File: src/rtl/md_issue_ctrl_pkg.sv
// ---------------------------------------------------------------------------
// md_issue_ctrl_pkg
// Shared definitions for the execute-stage multiply/divide issue controller:
//   - SPECIAL opcode and the funct codes of the Hi/Lo instruction group
//   - FSM state encodings (IDLE / LAUNCH / BUSY; 2'b11 is illegal)
//   - HiLoWr codes driven to the multiply/divide unit
//   - decoded instruction class struct produced by md_issue_ctrl_decode
// ---------------------------------------------------------------------------
package md_issue_ctrl_pkg;

  // Only R-type (SPECIAL) instructions belong to the MD group.
  localparam logic [5:0] OP_SPECIAL = 6'b000000;

  // Multiply / divide operations, all of which start the unit.
  localparam logic [5:0] FN_MULT  = 6'b011000;
  localparam logic [5:0] FN_MULTU = 6'b011001;
  localparam logic [5:0] FN_DIV   = 6'b011010;
  localparam logic [5:0] FN_DIVU  = 6'b011011;

  // Hi/Lo moves.
  localparam logic [5:0] FN_MFHI  = 6'b010000;
  localparam logic [5:0] FN_MTHI  = 6'b010001;
  localparam logic [5:0] FN_MFLO  = 6'b010010;
  localparam logic [5:0] FN_MTLO  = 6'b010011;

  // Controller FSM. 2'b11 is never entered; the logic treats it as IDLE.
  typedef enum logic [1:0] {
    IDLE   = 2'b00,
    LAUNCH = 2'b01,
    BUSY   = 2'b10
  } md_state_e;

  // Hi/Lo write strobe codes.
  typedef enum logic [1:0] {
    HLW_NONE = 2'b00,
    HLW_HI   = 2'b01,
    HLW_LO   = 2'b10
  } hilowr_e;

  // Instruction classes seen by the controller.
  typedef struct packed {
    logic muldiv;  // MULT/MULTU/DIV/DIVU
    logic hlwr;    // MTHI/MTLO
    logic hlrd;    // MFHI/MFLO
    logic is_hi;   // targets Hi rather than Lo (meaningful for hlwr/hlrd)
  } md_dec_t;

  function automatic logic [5:0] opcode_of(input logic [31:0] instr);
    return instr[31:26];
  endfunction

  function automatic logic [5:0] funct_of(input logic [31:0] instr);
    return instr[5:0];
  endfunction

endpackage

File: src/rtl/md_issue_ctrl_if.sv
// ---------------------------------------------------------------------------
// md_issue_ctrl_if
// Bundles the Execute-stage instruction, the multiply/divide unit handshake
// and the controller's stall/debug outputs.
//   instr_E    32  instruction in Execute
//   valid_E     1  instr_E valid (0 = bubble)
//   md_busy     1  stall output of the multiply/divide unit
//   md_start    1  start strobe to the unit
//   md_hilowr   2  Hi/Lo write strobe to the unit (01 Hi, 10 Lo, 00 none)
//   stall_E     1  freeze PC/F/D/E, bubble into M
//   md_state    2  controller FSM state (debug)
//   md_err      1  sticky watchdog error
// Modports:
//   master - pipeline/unit side, drives instruction and md_busy
//   slave  - the issue controller
// ---------------------------------------------------------------------------
interface md_issue_ctrl_if;

  logic [31:0] instr_E;
  logic        valid_E;
  logic        md_busy;
  logic        md_start;
  logic [1:0]  md_hilowr;
  logic        stall_E;
  logic [1:0]  md_state;
  logic        md_err;

  modport master (
    output instr_E,
    output valid_E,
    output md_busy,
    input  md_start,
    input  md_hilowr,
    input  stall_E,
    input  md_state,
    input  md_err
  );

  modport slave (
    input  instr_E,
    input  valid_E,
    input  md_busy,
    output md_start,
    output md_hilowr,
    output stall_E,
    output md_state,
    output md_err
  );

endinterface

File: src/rtl/md_issue_ctrl_decode.sv
// ---------------------------------------------------------------------------
// md_issue_ctrl_decode
// Purely combinational classification of the Execute-stage instruction into
// the groups the issue controller cares about.
//   instr  in   32  instruction word
//   dec    out  md_dec_t {muldiv, hlwr, hlrd, is_hi}
// Anything that is not opcode SPECIAL, or SPECIAL with an unrelated funct,
// decodes to all-zero.
// ---------------------------------------------------------------------------
module md_issue_ctrl_decode
  import md_issue_ctrl_pkg::*;
(
  input  logic [31:0] instr,
  output md_dec_t     dec
);

  logic [5:0] opcode;
  logic [5:0] funct;
  logic       unused_fields;

  assign opcode = opcode_of(instr);
  assign funct  = funct_of(instr);

  // rs/rt/rd/shamt play no part in issue control.
  assign unused_fields = ^instr[25:6];

  always_comb begin
    dec = '0;
    if (opcode == OP_SPECIAL) begin
      case (funct)
        FN_MULT, FN_MULTU, FN_DIV, FN_DIVU: begin
          dec.muldiv = 1'b1;
        end
        FN_MTHI: begin
          dec.hlwr  = 1'b1;
          dec.is_hi = 1'b1;
        end
        FN_MTLO: begin
          dec.hlwr  = 1'b1;
        end
        FN_MFHI: begin
          dec.hlrd  = 1'b1;
          dec.is_hi = 1'b1;
        end
        FN_MFLO: begin
          dec.hlrd  = 1'b1;
        end
        default: begin
          dec = '0;
        end
      endcase
    end
  end

endmodule

File: src/rtl/md_issue_ctrl.sv
// ---------------------------------------------------------------------------
// md_issue_ctrl
// Execute-stage issue/hazard controller in front of the multiply/divide unit.
// Decodes the E-stage instruction, drives the unit's start and HiLoWr inputs,
// and stalls E and earlier while an MD-class instruction meets a busy unit.
// A LAUNCH state covers the cycle after start in which the unit has not yet
// raised md_busy. A watchdog frees the controller if md_busy never falls.
// Parameters:
//   TIMEOUT  cycles from issue at which the watchdog fires (md_err sets)
//   CNT_W    watchdog counter width, 2**CNT_W > TIMEOUT
// Ports:
//   clk    in   rising-edge clock
//   reset  in   asynchronous, active-low (0 = reset)
//   bus    md_issue_ctrl_if.slave (instr_E, valid_E, md_busy in;
//          md_start, md_hilowr, stall_E, md_state, md_err out)
// ---------------------------------------------------------------------------
module md_issue_ctrl
  import md_issue_ctrl_pkg::*;
#(
  parameter int TIMEOUT = 16,
  parameter int CNT_W   = 5
) (
  input logic           clk,
  input logic           reset,
  md_issue_ctrl_if.slave bus
);

  if ((1 << CNT_W) <= TIMEOUT) begin : g_bad_cnt_w
    $error("md_issue_ctrl: CNT_W too narrow for TIMEOUT");
  end

  md_state_e        state_q, state_d;
  logic [CNT_W-1:0] cnt_q, cnt_d;
  logic             err_q, err_d;

  md_dec_t dec;
  logic    idle;
  logic    free;
  logic    md_class;
  logic    start_raw;
  logic    hlw_raw;
  logic    timeout_hit;

  md_issue_ctrl_decode u_decode (
    .instr (bus.instr_E),
    .dec   (dec)
  );

  // The illegal encoding 2'b11 behaves exactly like IDLE.
  assign idle     = !((state_q == LAUNCH) || (state_q == BUSY));
  assign free     = idle & ~bus.md_busy;
  assign md_class = bus.valid_E & (dec.muldiv | dec.hlwr | dec.hlrd);

  assign start_raw   = bus.valid_E & dec.muldiv & free;
  assign hlw_raw     = bus.valid_E & dec.hlwr & free;
  assign timeout_hit = !idle && (cnt_q == CNT_W'(TIMEOUT));

  // Outputs are forced low while reset is held, even though md_busy may
  // still be high from an operation the unit was running.
  assign bus.md_start  = reset & start_raw;
  assign bus.md_hilowr = (reset & hlw_raw) ? (dec.is_hi ? HLW_HI : HLW_LO) : HLW_NONE;
  assign bus.stall_E   = reset & md_class & ~free;
  assign bus.md_state  = state_q;
  assign bus.md_err    = err_q;

  always_ff @(posedge clk or negedge reset) begin
    if (!reset) begin
      state_q <= IDLE;
      cnt_q   <= '0;
      err_q   <= 1'b0;
    end else begin
      state_q <= state_d;
      cnt_q   <= cnt_d;
      err_q   <= err_d;
    end
  end

  // Watchdog expiry overrides normal sequencing so a hung unit can never
  // freeze the pipeline indefinitely.
  always_comb begin
    state_d = state_q;
    cnt_d   = cnt_q;
    err_d   = err_q;
    if (timeout_hit) begin
      state_d = IDLE;
      cnt_d   = '0;
      err_d   = 1'b1;
    end else begin
      case (state_q)
        LAUNCH: begin
          state_d = BUSY;
          cnt_d   = cnt_q + CNT_W'(1);
        end
        BUSY: begin
          if (bus.md_busy) begin
            cnt_d = cnt_q + CNT_W'(1);
          end else begin
            state_d = IDLE;
            cnt_d   = '0;
          end
        end
        default: begin
          if (start_raw) begin
            state_d = LAUNCH;
            cnt_d   = CNT_W'(1);
          end else begin
            state_d = IDLE;
          end
        end
      endcase
    end
  end

endmodule

File: src/flat_wrapper.sv
// flat-port wrapper written by rule: the top's interface ports become plain ports
module md_issue_ctrl_flat import md_issue_ctrl_pkg::*;
#(
  parameter int TIMEOUT = 16,
  parameter int CNT_W   = 5
)
  (clk, reset, bus_instr_E, bus_valid_E, bus_md_busy, bus_md_start, bus_md_hilowr, bus_stall_E, bus_md_state, bus_md_err);
  md_issue_ctrl_if bus_i ();
  input logic clk;
  input logic reset;
  input wire logic [$bits(bus_i.instr_E)-1:0] bus_instr_E;
  input wire logic [$bits(bus_i.valid_E)-1:0] bus_valid_E;
  input wire logic [$bits(bus_i.md_busy)-1:0] bus_md_busy;
  output wire logic [$bits(bus_i.md_start)-1:0] bus_md_start;
  output wire logic [$bits(bus_i.md_hilowr)-1:0] bus_md_hilowr;
  output wire logic [$bits(bus_i.stall_E)-1:0] bus_stall_E;
  output wire logic [$bits(bus_i.md_state)-1:0] bus_md_state;
  output wire logic [$bits(bus_i.md_err)-1:0] bus_md_err;
  assign bus_i.instr_E = bus_instr_E;
  assign bus_i.valid_E = bus_valid_E;
  assign bus_i.md_busy = bus_md_busy;
  assign bus_md_start = bus_i.md_start;
  assign bus_md_hilowr = bus_i.md_hilowr;
  assign bus_stall_E = bus_i.stall_E;
  assign bus_md_state = bus_i.md_state;
  assign bus_md_err = bus_i.md_err;
  md_issue_ctrl #(.TIMEOUT(TIMEOUT), .CNT_W(CNT_W)) u_core (.clk(clk), .reset(reset), .bus(bus_i));
endmodule
File: config.mk
export PLATFORM = sky130hd
export DESIGN_NAME = md_issue_ctrl_flat
export DESIGN_NICKNAME = d
export VERILOG_FILES = /design/src/rtl/md_issue_ctrl_pkg.sv /design/src/rtl/md_issue_ctrl_if.sv /design/src/rtl/md_issue_ctrl_decode.sv /design/src/rtl/md_issue_ctrl.sv /design/src/flat_wrapper.sv
export SDC_FILE = /design/constraint.sdc
export NUM_CORES = 1
export LEC_CHECK = 0
export BUFFER_PORTS_ARGS = -buffer_cell sky130_fd_sc_hd__buf_2
export CAP_MARGIN = 0
export CORE_MARGIN = 2
export CORE_UTILIZATION = 25
export CTS_CLUSTER_SIZE = 16
export DETAILED_ROUTE_END_ITERATION = 10
export GPL_TIMING_DRIVEN = 0
export HOLD_SLACK_MARGIN = 0.1
export SYNTH_ARGS = -nofsm -noshare
export SYNTH_HDL_FRONTEND = slang
export SYNTH_SLANG_ARGS = --single-unit
File: constraint.sdc
create_clock -name clk -period 2.1 [get_ports clk]
set_input_delay 0.525 -clock clk [delete_from_list [all_inputs] [get_ports clk]]
set_output_delay 0.525 -clock clk [all_outputs]
set_load 0.02 [all_outputs]
# [After elaboration in Yosys (flattened, before gate mapping)]
# Index checks and enable logic that the tools add are counted.
[totals] output_inout_bits=7 inputBits=36 wordCells=54 reg_bits=8
[op_classes] n_addsub=1 n_bitwise=14 muxes=15 reduce_logical=9 n_eq_ne=12
[ops] op="$eq A6 B5 Y1 const B" n=8
[ops] op="$mux W5" n=3
[ops] op="$and A1 B1 Y1" n=10
[ops] op="$pmux W5 S2" n=1
[ops] op="$mux W2" n=4
[ops] op="$logic_not A6 Y1" n=1
[ops] op="$reduce_or A2 Y1" n=3
[ops] op="$add A5 B1 Y5 const B" n=1
[ops] op="$eq A5 B5 Y1 const B" n=1
[ops] op="$mux W1" n=5
[ops] op="$mux W4" n=1
[ops] op="$pmux W2 S2" n=1
[ops] op="$reduce_bool A4 Y1" n=1
[ops] op="$reduce_or A4 Y1" n=1
[ops] op="$ne A3 B2 Y1 const B" n=1
[ops] op="$eq A2 B1 Y1 const B" n=1
[ops] op="$eq A2 B2 Y1 const B" n=1
[ops] op="$not A1 Y1" n=2
[ops] op="$or A1 B1 Y1" n=2
[ops] op="$logic_and A1 B1 Y1" n=1
[ops] op="$logic_not A1 Y1" n=1
[ops] op="$logic_or A1 B1 Y1" n=1

# [Depth between registers and ports, before layout]
# Gate-level depths: netlist (run 1).
[depth] word_depth=9 mapped_depth=6 depth_no_buf=6

# [Hierarchy]
# From an unflattened synthesis (run 1), not the netlist that was laid out.
[hier_totals] cells_unflattened=59 area_unflattened_um2=579.3
[by_module_without_submodules] mod="md_issue_ctrl" seq_area_each_um2=200.2 cells_each=49 area_each_um2=510.5 n_inst=1
[by_module_without_submodules] mod="md_issue_ctrl_decode" seq_area_each_um2=0.0 cells_each=10 area_each_um2=68.8 n_inst=1

# [Worst setup path before layout (run 1)]
# No wires, ideal clock.
[synth_timing] path_type="input -> output" startpoint="input port bus_instr_E[29]" endpoint="output port bus_md_hilowr[0]" path_buffers=0 path_slack_ps=-284 required_ps=1575 arrival_time_ps=1859 path_stages=4 path_cell_list="or4_4 -> nor3_1 -> nand2_1 -> nor3_1"
[synth_via] elab_chain_len=6 word_cells_on_any_way=7 cone_classes="3 x mux; 3 x bitwise; 1 x reduce/logical"
[synth_lines] element="from (decl)" line="flat_wrapper.sv:11" rtl="input wire logic [$bits(bus_i.instr_E)-1:0] bus_instr_E;"
[synth_lines] element="$logic_not A6 Y1 (*)" line="md_issue_ctrl_decode.sv:29" rtl="if (opcode == OP_SPECIAL) begin"
[synth_lines] element="$mux W4 (*)" line="md_issue_ctrl_decode.sv:29"
[synth_lines] element="$and A1 B1 Y1 (2 in series)" line="md_issue_ctrl.sv:55" rtl="assign hlw_raw = bus.valid_E & dec.hlwr & free;"
[synth_lines] element="$and A1 B1 Y1" line="md_issue_ctrl.sv:61" rtl="assign bus.md_hilowr = (reset & hlw_raw) ? (dec.is_hi ? HLW_HI : HLW_LO) : HLW_NONE;"
[synth_lines] element="$mux W2 (*)" line="md_issue_ctrl.sv:61"
[synth_lines] element="to (decl)" line="flat_wrapper.sv:15" rtl="output wire logic [$bits(bus_i.md_hilowr)-1:0] bus_md_hilowr;"
# Mark *: on every way between the ends. The rest lies on a longest branch, timed or not.

# [Worst setup path after layout (run 1)]
[layout_timing] startpoint="input port bus_instr_E[29]" endpoint="output port bus_md_start"
[layout_via] elab_chain_len=5
[layout_lines] element="$logic_not A6 Y1" line="md_issue_ctrl_decode.sv:29"
[layout_lines] element="$mux W4" line="md_issue_ctrl_decode.sv:29"
[layout_lines] element="$and A1 B1 Y1 (2 in series)" line="md_issue_ctrl.sv:54" rtl="assign start_raw = bus.valid_E & dec.muldiv & free;"
[layout_lines] element="$and A1 B1 Y1" line="md_issue_ctrl.sv:60" rtl="assign bus.md_start = reset & start_raw;"
[layout_lines] element="to (decl)" line="flat_wrapper.sv:14" rtl="output wire logic [$bits(bus_i.md_start)-1:0] bus_md_start;"
# No other way between the ends.

==> summary.md, run 1 <==
| Metric | Value |
|---|---|
| RSZ-0062 raised after global routing | true |
| Post-synth ARST share | between 90% and 100% |
| HPWL Detailed | ~900 um |
| Starting Density | a little over a quarter |
| Crit path launch type | primary input |
| TritonCTS Buffers | 3 |
| R2R cell count | 6 |
| Switching portion of total power | between 20% and 30% |
| Min cycle time layout | 2.30 ns |
| CP Buf/Inv Count | 3 |
| Core ar. | a little under 2000 sq um |
| RD Place Congestion | approximately 0.64 |
| Root buffer cell | clkbuf_4 |
| Slew margin rel. | between 50% and 60% |
| Syn nets | between 90 and 100 |
| CTS Sinks | 8 |
| Synth Flop Type | dfrtp_1 |
| Hold-fix buffers, CTS | 0 |
| Crit Path Max Fanout | 4 |
| Net load switching power | between 60 and 70 uW |
| Row cnt | 16 |
| Final period utilization | 110% |
| Status | finished with violations |
| Setup WS pre-CTS | -0.266 ns |
| Global-route wire length before repair | 2.16 mm |
| TritonCTS clock tree | done |
| Critical-path cell list | buf_6 -> or4_4 -> nor3_4 -> nand2_4 -> buf_4 -> nor2_4 -> buf_6 |
| Design internal power | about 240 uW |
| Ant. Diodes | 0 |
| Clk buf depth | 2 |
| Die footprint | 2450 sq um |
| Final hold violations | 0 |
| Pre-antenna DRT Iters | 4 |
| Worst path top cell family by delay | simple AND/OR/NAND/NOR gates |
| Routed wire length | between 1 and 1.5 mm |
| Pin slew with the least headroom to its limit | between 0.6 and 0.7 ns |
| Critical path required time | approximately 1.6 ns |
| CP peak stage delay | approximately 0.54 ns |
| Latest clock arrival within the worst-skew pair | between 0.2 and 0.3 ns |
| Power per cell area | approximately 370 nW/um^2 |
| Routed len/inst | approximately 11 um |
| Via/cell ratio | ~4.6 |
| Most common cell after layout, fill and taps aside | buf_2 |
| Post-synthesis register bit count | 8 |
| Slowest stage cell, crit path | or4_4 |
| Final Setup Violations | 4 |
| Post-Route Utilization | a little over two fifths |
| Post-Syn Area | around 520 sq um |
| Sequential fraction of the synthesis area | between 30% and 40% |
| Crit Path Category | primary input to output pin |
| CTS clock-pin slew for the worst setup and hold paths | around 0.060 ns |
| Peak VDD IR | 0.000176 V |
| Fin area | a little over 800 sq um |
| Worst Hold Class | primary input to asynchronous set/reset pin |
| IO Port Bufs | 22 |
| Final Max Tran Viols | 0 |
| DR vias | 516 |
| Fmax | 434 MHz |
| Placed instance area | 703 sq um |
| CP Depth | 7 |
| Most frequent cell on the critical path | buf_6 |
| Layout cells sized above 1 | a little under half |
| Pleak | between 0.4 and 0.5 nW |
| Die W | between 40 and 50 um |
| GR Overflow Total | 0 |
| Synthesis Warnings | 0 |
| # DRC | 0 |
| Synthesized instance count | 57 |
| Failing checks | negative setup slack |
| Setup TNS | -0.784 ns |
| Final worst setup slack | -0.203 ns |
| Area Growth Syn to Fin | 58.7% |
| Number of flops mapped to enable cells by yosys | 0 |
| GRT Util Overall | 11.6% |
| H-tree Lvls | 1 |
| IO Pins | 43 |
| Part of the power in combinational logic | roughly 11% |
| Worst Setup End Kind | output pin |
| Initial antenna violation count | 0 |
| NumNets Final | about 130 |
| Final ANT Viol Nets | 0 |
| Vias in the first global route | 500 |
| Clock power share | between 30% and 40% |
| Max Cap Violations | 0 |
| Reg power frac | slightly above 50% |
| Final setup skew | 0.00788 ns |
| Tot Pwr | 305 uW |
| Die height | slightly below 50 um |
| Pin count of the biggest net entering global routing | 10 |
| Commonest non-fill, non-tap cells in the layout | 17 x buf_2, 8 x dfrtp_1, 6 x inv_1 |
| Synth cell types | 25 |
| Mapped Avg Cell Area | just over 9 sq um |
| Iter 0 DRT Violations | 9 |
| Critical path data arrival time | roughly 1.8 ns |
==> power by group through the flow <==
stage               combinational [mW]  clock, mW  sequential, mW
floorplan                       0.0102          0           0.158
detailed placement              0.0299          0           0.158
finish                          0.0334      0.117           0.155
global route                    0.0377      0.127           0.155
global placement                0.0293          0           0.157
CTS                             0.0335      0.121           0.155
==> cell usage after synthesis, types with 2 or more instances <==
master   n  area share [%]
dfrtp_1  8              39
inv_1    6             4.3
nand2_1  5             3.6
a21oi_1  4             3.9
ha_1     4             9.7
nand3_1  4             3.9
a22o_1   3             5.1
nor2_1   3             2.2
nor3_1   3             2.9
o21ai_0  2             1.9
==> cell families (layout without fill, tap and decap cells) <==
family | count (synthesis) | after routing | share of synthesized area (%)
AO/OA/AOI/OAI | 13 | 13 | 17.4
multiplexers | 1 | 1 | 1.93
flip-flops | 8 | 8 | 38.6
buffers and inverters | 6 | 35 | 4.35
XOR/XNOR | 1 | 1 | 1.69
adder cells (fa/ha/maj) | 4 | 4 | 9.66
AND/OR/NAND/NOR | 24 | 24 | 26.3
==> metrics by stage <==
stage | hold slack [ns] | cells
after floorplan | 0.229 | 57
after global placement | 0.387 | 106
after detailed placement | 0.390 | 106
after CTS | 0.124 | 112
after global routing | 0.135 | 113
final | 0.126 | 113
==> worst reg2reg max path, stage by stage, from the launching register on <==
cell	delay, ns
dfrtp_1	0.38
inv_1	0.13
ha_4	0.16
a21oi_1	0.07
a211oi_1	0.60
a21oi_1	0.16
mux2i_1	0.15
==> cell type report <==
class	count	area [sq um]
Inverter	6	22.5
Multi-Input combinational cell	43	372
Sequential cell	8	200
Tap cell	27	33.8
Timing Repair Buffer	26	171
Clock buffer	3	22.5
Fill cell	206	1140
==> final timing paths <==
path	start	endpoint	slack [ns]
worst max-delay path	bus_instr_E[29]	bus_md_start	-0.20
max in group asynchronous	reset	u_core.bus.md_state[0]	1.77
min in group clk	u_core.bus.md_err	u_core.bus.md_err	0.47
worst min-delay path	reset	u_core.cnt_q[2]	0.13
worst min register to register	u_core.bus.md_err	u_core.bus.md_err	0.47
worst max register to register	u_core.bus.md_state[0]	u_core.cnt_q[2]	0.39
==> metal layers <==
layer / vias to the layer above / track usage, % / part of all wire, %
met3: 2 / 3.03 / 8.1
met5: - / 0 / 0
met4: 0 / 6.94 / 1.5
met1: 227 / 14.2 / 42
li1: 264 / - / -
met2: 23 / 18.0 / 48
==> state kept, by name, indices dropped and copies added, names as in the netlist <==
name                 cells
u_core.bus.md_err        1
u_core.bus.md_state      2
u_core.cnt_q             5
==> what timing repair did <==
action,4_1_cts,5_1_grt
resized for setup,14,1
pin swaps,3,1
setup buffers,3,1
gates cloned,0,0
setup endpoints to repair,4,4
endpoints found under the hold margin,0,0
No activity file was read; power rests on OpenSTA's default activity.
==> run 2: changes to the inputs <==
--- a/config.mk
+++ b/config.mk
@@ -13,6 +13,7 @@
 export DETAILED_ROUTE_END_ITERATION = 10
 export GPL_TIMING_DRIVEN = 0
 export HOLD_SLACK_MARGIN = 0.1
+export SKIP_LAST_GASP = 1
 export SYNTH_ARGS = -nofsm -noshare
 export SYNTH_HDL_FRONTEND = slang
 export SYNTH_SLANG_ARGS = --single-unit
==> summary.md, run 2 (synthesis results as in run 1) <==
| Metric | Value |
|---|---|
| Critical-path cell list | buf_6 -> or4_4 -> nor3_4 -> nand2_4 -> buf_4 -> nor2_4 -> buf_6 |
| Final setup skew | 0.00788 ns (-0.000000280 ns) |
| CP peak stage delay | 0.54 ns (about the same) |
| Root buffer cell | clkbuf_4 |
| Final Max Tran Viols | 0 (unchanged) |
| Final ANT Viol Nets | 0 (unchanged) |
| Peak VDD IR | 0.000176 V (about the same) |
| Most frequent cell on the critical path | buf_6 |
| Post-Route Utilization | 41.7% (-0.19 points) |
| Part of the power in combinational logic | 10.9% (about the same) |
| CP Buf/Inv Count | 3 (unchanged) |
| Row cnt | 16 (unchanged) |
| Core ar. | 1960 sq um (unchanged) |
| Starting Density | 26.4% (unchanged) |
| Failing checks | negative setup slack |
| Layout cells sized above 1 | 45.3% (unchanged) |
| Max FFs per register | 5 (unchanged) |
| Crit Path Max Fanout | 4 (unchanged) |
| Area Growth Syn to Fin | 58.0% |
| # DRC | 0 (unchanged) |
| Worst Setup End Kind | output pin |
| DR vias | 516 (unchanged) |
| Vias in the first global route | 497 (-0.60%) |
| Global-route wire length before repair | 2.14 mm (-0.93%) |
| Die W | 49.5 um (unchanged) |
| CTS Sinks | 8 (unchanged) |
| Pin slew with the least headroom to its limit | 0.689 ns (unchanged) |
| GRT Util Overall | 11.4% (-0.13 points) |
| Critical path required time | 1.57 ns (about the same) |
| Placed instance area | 703 sq um (unchanged) |
| TritonCTS clock tree | done |
| RSZ-0062 raised after global routing | true |
| Pre-antenna DRT Iters | 4 (unchanged) |
| GR Overflow Total | 0 (unchanged) |
| Initial antenna violation count | 0 (unchanged) |
| Most common cell after layout, fill and taps aside | buf_2 |
| Reg power frac | 50.8% (about the same) |
| Max Cap Violations | 0 (unchanged) |
| Fmax | 434 MHz (about the same) |
| Ant. Diodes | 0 (unchanged) |
| Design internal power | 236 uW (about the same) |
| Status | finished with violations |
| Routed wire length | 1.23 mm (-0.65%) |
| Die height | 49.5 um (unchanged) |
| NumNets Final | 128 (unchanged) |
| TritonCTS Buffers | 3 (unchanged) |
| Critical path data arrival time | 1.78 ns (about the same) |
| Pin count of the biggest net entering global routing | 10 (unchanged) |
| CTS clock-pin slew for the worst setup and hold paths | 0.06 ns (about the same) |
| Die footprint | 2450 sq um (unchanged) |
| Slew margin rel. | 53.8% (unchanged) |
| Routed len/inst | 10.8 um (-0.65%) |
| HPWL Detailed | 905 um (unchanged) |
| IO Port Bufs | 22 (unchanged) |
| Min cycle time layout | 2.30 ns (-0.000521 ns) |
| Final worst setup slack | -0.203 ns (+0.000521 ns) |
| Slowest stage cell, crit path | or4_4 |
| Clk buf depth | 2 (unchanged) |
| Crit path launch type | primary input |
| Iter 0 DRT Violations | 8 (-1) |
| Clock power share | 38.3% (about the same) |
| Power per cell area | 372 nW/um^2 (+0.43%) |
| Switching portion of total power | 22.5% (-0.026 points) |
| Final Setup Violations | 4 (unchanged) |
| Crit Path Category | primary input to output pin |
| Net load switching power | 68.6 uW (-0.15%) |
| Latest clock arrival within the worst-skew pair | 0.25 ns (about the same) |
| RD Place Congestion | 0.641 (unchanged) |
| Biggest register | u_core.cnt_q |
| Setup TNS | -0.784 ns (+0.000213 ns) |
| Final period utilization | 110% (about the same) |
| Via/cell ratio | 4.57 (unchanged) |
| IO Pins | 43 (unchanged) |
| Pleak | 0.403 nW (-0.17%) |
| Worst path top cell family by delay | simple AND/OR/NAND/NOR gates |
| H-tree Lvls | 1 (unchanged) |
| Worst Hold Class | primary input to asynchronous set/reset pin |
| Commonest non-fill, non-tap cells in the layout | 17 x buf_2, 8 x dfrtp_1, 6 x inv_1 |
| Fin area | 818 sq um (-0.46%) |
| Tot Pwr | 305 uW (about the same) |
| Final hold violations | 0 (unchanged) |
==> run 2: area by class of cell <==
class	count	area, sq um
repair buffers	26	168
inverters	6	22.5
clock buffers	3	22.5
well taps	27	33.8
flip-flops and latches	8	200
fillers	204	1140
multi-input cells	43	372
==> run 2: final timing paths <==
| check | cells after the start | slack, ns | startpoint | end |
|---|---|---|---|---|
| min reg2reg | 1 | 0.47 | u_core.bus.md_err | u_core.bus.md_err |
| max reg2reg | 6 | 0.39 | u_core.bus.md_state[0] | u_core.cnt_q[2] |
| max in group asynchronous | 1 | 1.77 | reset | u_core.bus.md_state[0] |
| max | 7 | -0.20 | bus_instr_E[29] | bus_md_start |
| min in group clk | 1 | 0.47 | u_core.bus.md_err | u_core.bus.md_err |
| min | 1 | 0.13 | reset | u_core.cnt_q[2] |
==> run 2: stage by stage <==
stage,instances,setup WS [ns],hold WS (ns)
4_1_cts,112,-0.227,0.124
2_1_floorplan,57,-0.0566,0.229
5_1_grt,113,-0.259,0.135
3_5_place_dp,106,-0.266,0.390
6_report,113,-0.203,0.126
3_3_place_gp,106,-0.250,0.387
==> run 2: timing repair <==
item,4_1_cts,5_1_grt
endpoints found under the setup margin,4,4
setup buffers,3,1
gates resized for setup,13,1
hold buffers,0,0
pin swaps,3,1
==> run 2: power groups by stage <==
stage | clock network (mW) | registers [mW] | logic [mW]
after floorplan | 0 | 0.158 | 0.0102
after global placement | 0 | 0.157 | 0.0293
after detailed placement | 0 | 0.158 | 0.0299
after CTS | 0.121 | 0.155 | 0.0335
after global routing | 0.127 | 0.155 | 0.0377
final | 0.117 | 0.155 | 0.0333
==> run 2: routing by layer <==
layer	share of wire, %	vias to the layer above	GRT usage (%)
li1	-	265	-
met1	42	226	14.2
met2	48	23	17.6
met3	8.0	2	3.03
met4	1.6	0	6.94
met5	0	-	0
==> run 2: worst register-to-register path: cells and delay by family, from the launching register on <==
kind                       cells  cell delay, ns
AOI/OAI and AO/OA              3            0.83
adders and majority gates      1            0.16
buffers and inverters          1            0.13
DFF                            1            0.38
muxes                          1            0.15
==> run 3: changes to the inputs <==
--- a/config.mk
+++ b/config.mk
@@ -5,6 +5,7 @@
 export SDC_FILE = /design/constraint.sdc
 export NUM_CORES = 1
 export LEC_CHECK = 0
+export ABC_AREA = 1
 export BUFFER_PORTS_ARGS = -buffer_cell sky130_fd_sc_hd__buf_2
 export CAP_MARGIN = 0
 export CORE_MARGIN = 2
==> summary.md, run 3 <==
| Metric | Value |
|---|---|
| Post-Syn Area | 636 sq um (+23%) |
| Post-synthesis cell type with the largest combined area | dfrtp_1 |
| Routed len/inst | 9.28 um (-14%) |
| Top Metal Used | met3 |
| Fin cells | 144 (+27%) |
| Synth Flop Type | dfrtp_1 |
| Synth cell types | 20 (-20%) |
| Pleak | 0.457 nW (+13%) |
| Crit Path Max Fanout | 2 (-2) |
| Min cycle time layout | 2.03 ns (-0.274 ns) |
| Final hold violations | 0 (unchanged) |
| Status | finished clean |
| Die footprint | 2960 sq um (+21%) |
| RD Place Congestion | 0.785 (+23%) |
| Reg-to-Reg Start | u_core.bus.md_state[1] |
| Layout cells sized above 1 | 36.8% (-8.5 points) |
| Worst Hold Class | primary input to asynchronous set/reset pin |
| IO Port Bufs | 22 (unchanged) |
| TritonCTS clock tree | done |
| Pin count of the biggest net entering global routing | 11 (+1) |
| Met3 Wirelength | 89 um (-9.2%) |
| Vias in the first global route | 521 (+4.8%) |
| Global-route wire length before repair | 2.15 mm (+0.28%) |
| TritonCTS Buffers | 3 (unchanged) |
| DR vias | 603 (+17%) |
| GRT Util Overall | 9.93% (-1.5 points) |
| Post-synth ARST share | 100% (unchanged) |
| Power per cell area | 382 nW/um^2 (+2.7%) |
| Final ANT Viol Nets | 0 (unchanged) |
| Final Setup Violations | 0 (-4) |
| Final worst setup slack | 0.0709 ns (+0.274 ns) |
| CTS clock-pin slew for the worst setup and hold paths | 0.06 ns (about the same) |
| Max Cap Violations | 0 (unchanged) |
| Slew margin rel. | 86.2% (+32 points) |
| Iter 0 DRT Violations | 7 (-1) |
| Crit path launch | u_core.bus.md_state[1] |
| Initial antenna violation count | 0 (unchanged) |
| Synth area leaders | dfrtp_1 31%, nand2_1 12%, nand3_1 8.7%, inv_1 8.3%, ha_1 7.9% |
| Via/cell ratio | 4.19 (-8.3%) |
| Die W | 54.4 um (+9.9%) |
| Hold-fix buffers, CTS | 0 (unchanged) |
| Final hold slack | 0.108 ns (-0.0174 ns) |
| Biggest register | u_core.cnt_q |
| Critical path required time | 1.57 ns (about the same) |
| Clk buf depth | 2 (unchanged) |
| Syn nets | 126 (+30%) |
| Crit path launch type | flip-flop |
| Fillers | 262 (+28%) |
| Area Growth Syn to Fin | 34.3% |
| Fmax | 493 MHz (+13%) |
| HPWL Detailed | 972 um (+7.4%) |
| Root buffer cell | clkbuf_4 |
| Tot Pwr | 326 uW (+7.1%) |
| Synth top cells by count | 20 x nand2_1, 14 x inv_1, 11 x nand3_1 |
| Final setup skew | 0.00115 ns (-0.00673 ns) |
| Met2 Wirelength | 620 um (+4.7%) |
| Mapped Avg Cell Area | 7.39 sq um (-19%) |
| IO Pins | 43 (unchanged) |
| Met1 WL | 626 um (+22%) |
| Final period utilization | 96.6% (-13 points) |
| Post-Route Utilization | 35.1% (-6.6 points) |
| Register Area | 200 sq um (unchanged) |
| Synth top area share | 31.5% (-7.2 points) |
| Worst Setup End Kind | output pin |
| Crit Path Category | flip-flop to output pin |
| Synthesis Warnings | 0 (unchanged) |
| Commonest non-fill, non-tap cells in the layout | 20 x nand2_1, 19 x buf_2, 13 x inv_1 |
| Starting Density | 26.1% (-0.27 points) |
| Max FFs per register | 5 (unchanged) |
| Number of flops mapped to enable cells by yosys | 0 (unchanged) |
| Multi-input logic area | 389 sq um (+4.7%) |
| Synthesized instance count | 86 (+51%) |
| H-tree Lvls | 1 (unchanged) |
| Setup WS pre-CTS | 0.158 ns (+0.424 ns) |
| Final Max Tran Viols | 0 (unchanged) |
| Latest clock arrival within the worst-skew pair | 0.25 ns (about the same) |
| Most common cell after layout, fill and taps aside | nand2_1 |
| Peak VDD IR | 0.000251 V (+42%) |
| # DRC | 0 (unchanged) |
| Die height | 54.4 um (+9.9%) |
| Core ar. | 2430 sq um (+24%) |
| Post-synthesis register bit count | 8 (unchanged) |
| Pin slew with the least headroom to its limit | 0.207 ns (-0.483 ns) |
| Placed Cells | 138 (+30%) |
| Most frequent cell after synthesis | nand2_1 |
| GR Overflow Total | 0 (unchanged) |
| Critical path data arrival time | 1.50 ns (-0.28 ns) |
| Routed wire length | 1.34 mm (+9.1%) |
| NumNets Final | 156 (+22%) |
| Ant. Diodes | 0 (unchanged) |
| CTS Sinks | 8 (unchanged) |
| Pre-antenna DRT Iters | 3 (-1) |
| Row cnt | 18 (+2) |
| Sequential fraction of the synthesis area | 31.5% (-7.2 points) |
-- run 3: power breakdown --
group	total (mW)	leakage, nW	internal [mW]	switching [mW]
clock network	0.120	0.0138	0.0655	0.0543
logic	0.0440	0.333	0.0204	0.0236
registers	0.162	0.109	0.158	0.00416
total	0.326	0.457	0.244	0.0821
-- run 3: worst paths after layout --
path	endpoint	slack, ns	depth (start not counted)
worst max-delay path	bus_md_hilowr[1]	0.07	6
worst min-delay path	u_core.cnt_q[2]	0.11	1
worst max register to register	u_core.cnt_q[0]	0.70	7
worst min register to register	u_core.bus.md_err	0.47	1
max in group asynchronous	u_core.bus.md_err	1.82	1
min in group clk	u_core.bus.md_err	0.47	1
-- run 3: worst max-delay path: stages (launching register included) --
cell and delay (ns):
dfrtp_1 0.42, ha_4 0.30, nand3_2 0.09, nor2_1 0.09, nand3_1 0.10, nor2_1 0.10, buf_4 0.14
-- run 3: cells by family after synthesis --
group	synth area share [%]
fa+ha+maj	7.87
compound gates	2.36
xor+xnor	4.13
flops	31.5
buf+inv	10.0
simple gates	44.1
-- run 3: area by class of cell --
type                       count  area share [%]
tap                           30            4.40
clock buffer                   3            2.64
buffer                         1            1.32
sequential                     8            23.5
multi-input combinational     63            45.6
inverter                      14            6.16
timing repair buffer          25            16.4
-- run 3: through the flow --
stage               instance area, sq um  setup TNS [ns]
global route                         853         -0.0192
finish                               853               0
global placement                     783               0
CTS                                  833               0
floorplan                            636               0
detailed placement                   783               0
-- run 3: routing by layer --
layer	GRT usage (%)	up-vias
li1	-	324
met1	12.3	258
met2	16.5	21
met3	3.28	0
met4	2.50	0
met5	0	-
-- run 3: repair_timing --
item | CTS | global route
setup buffers | 3 | 0
gates resized for setup | 2 | 4
endpoints found under the setup margin | 4 | 4
pin swaps | 1 | 0
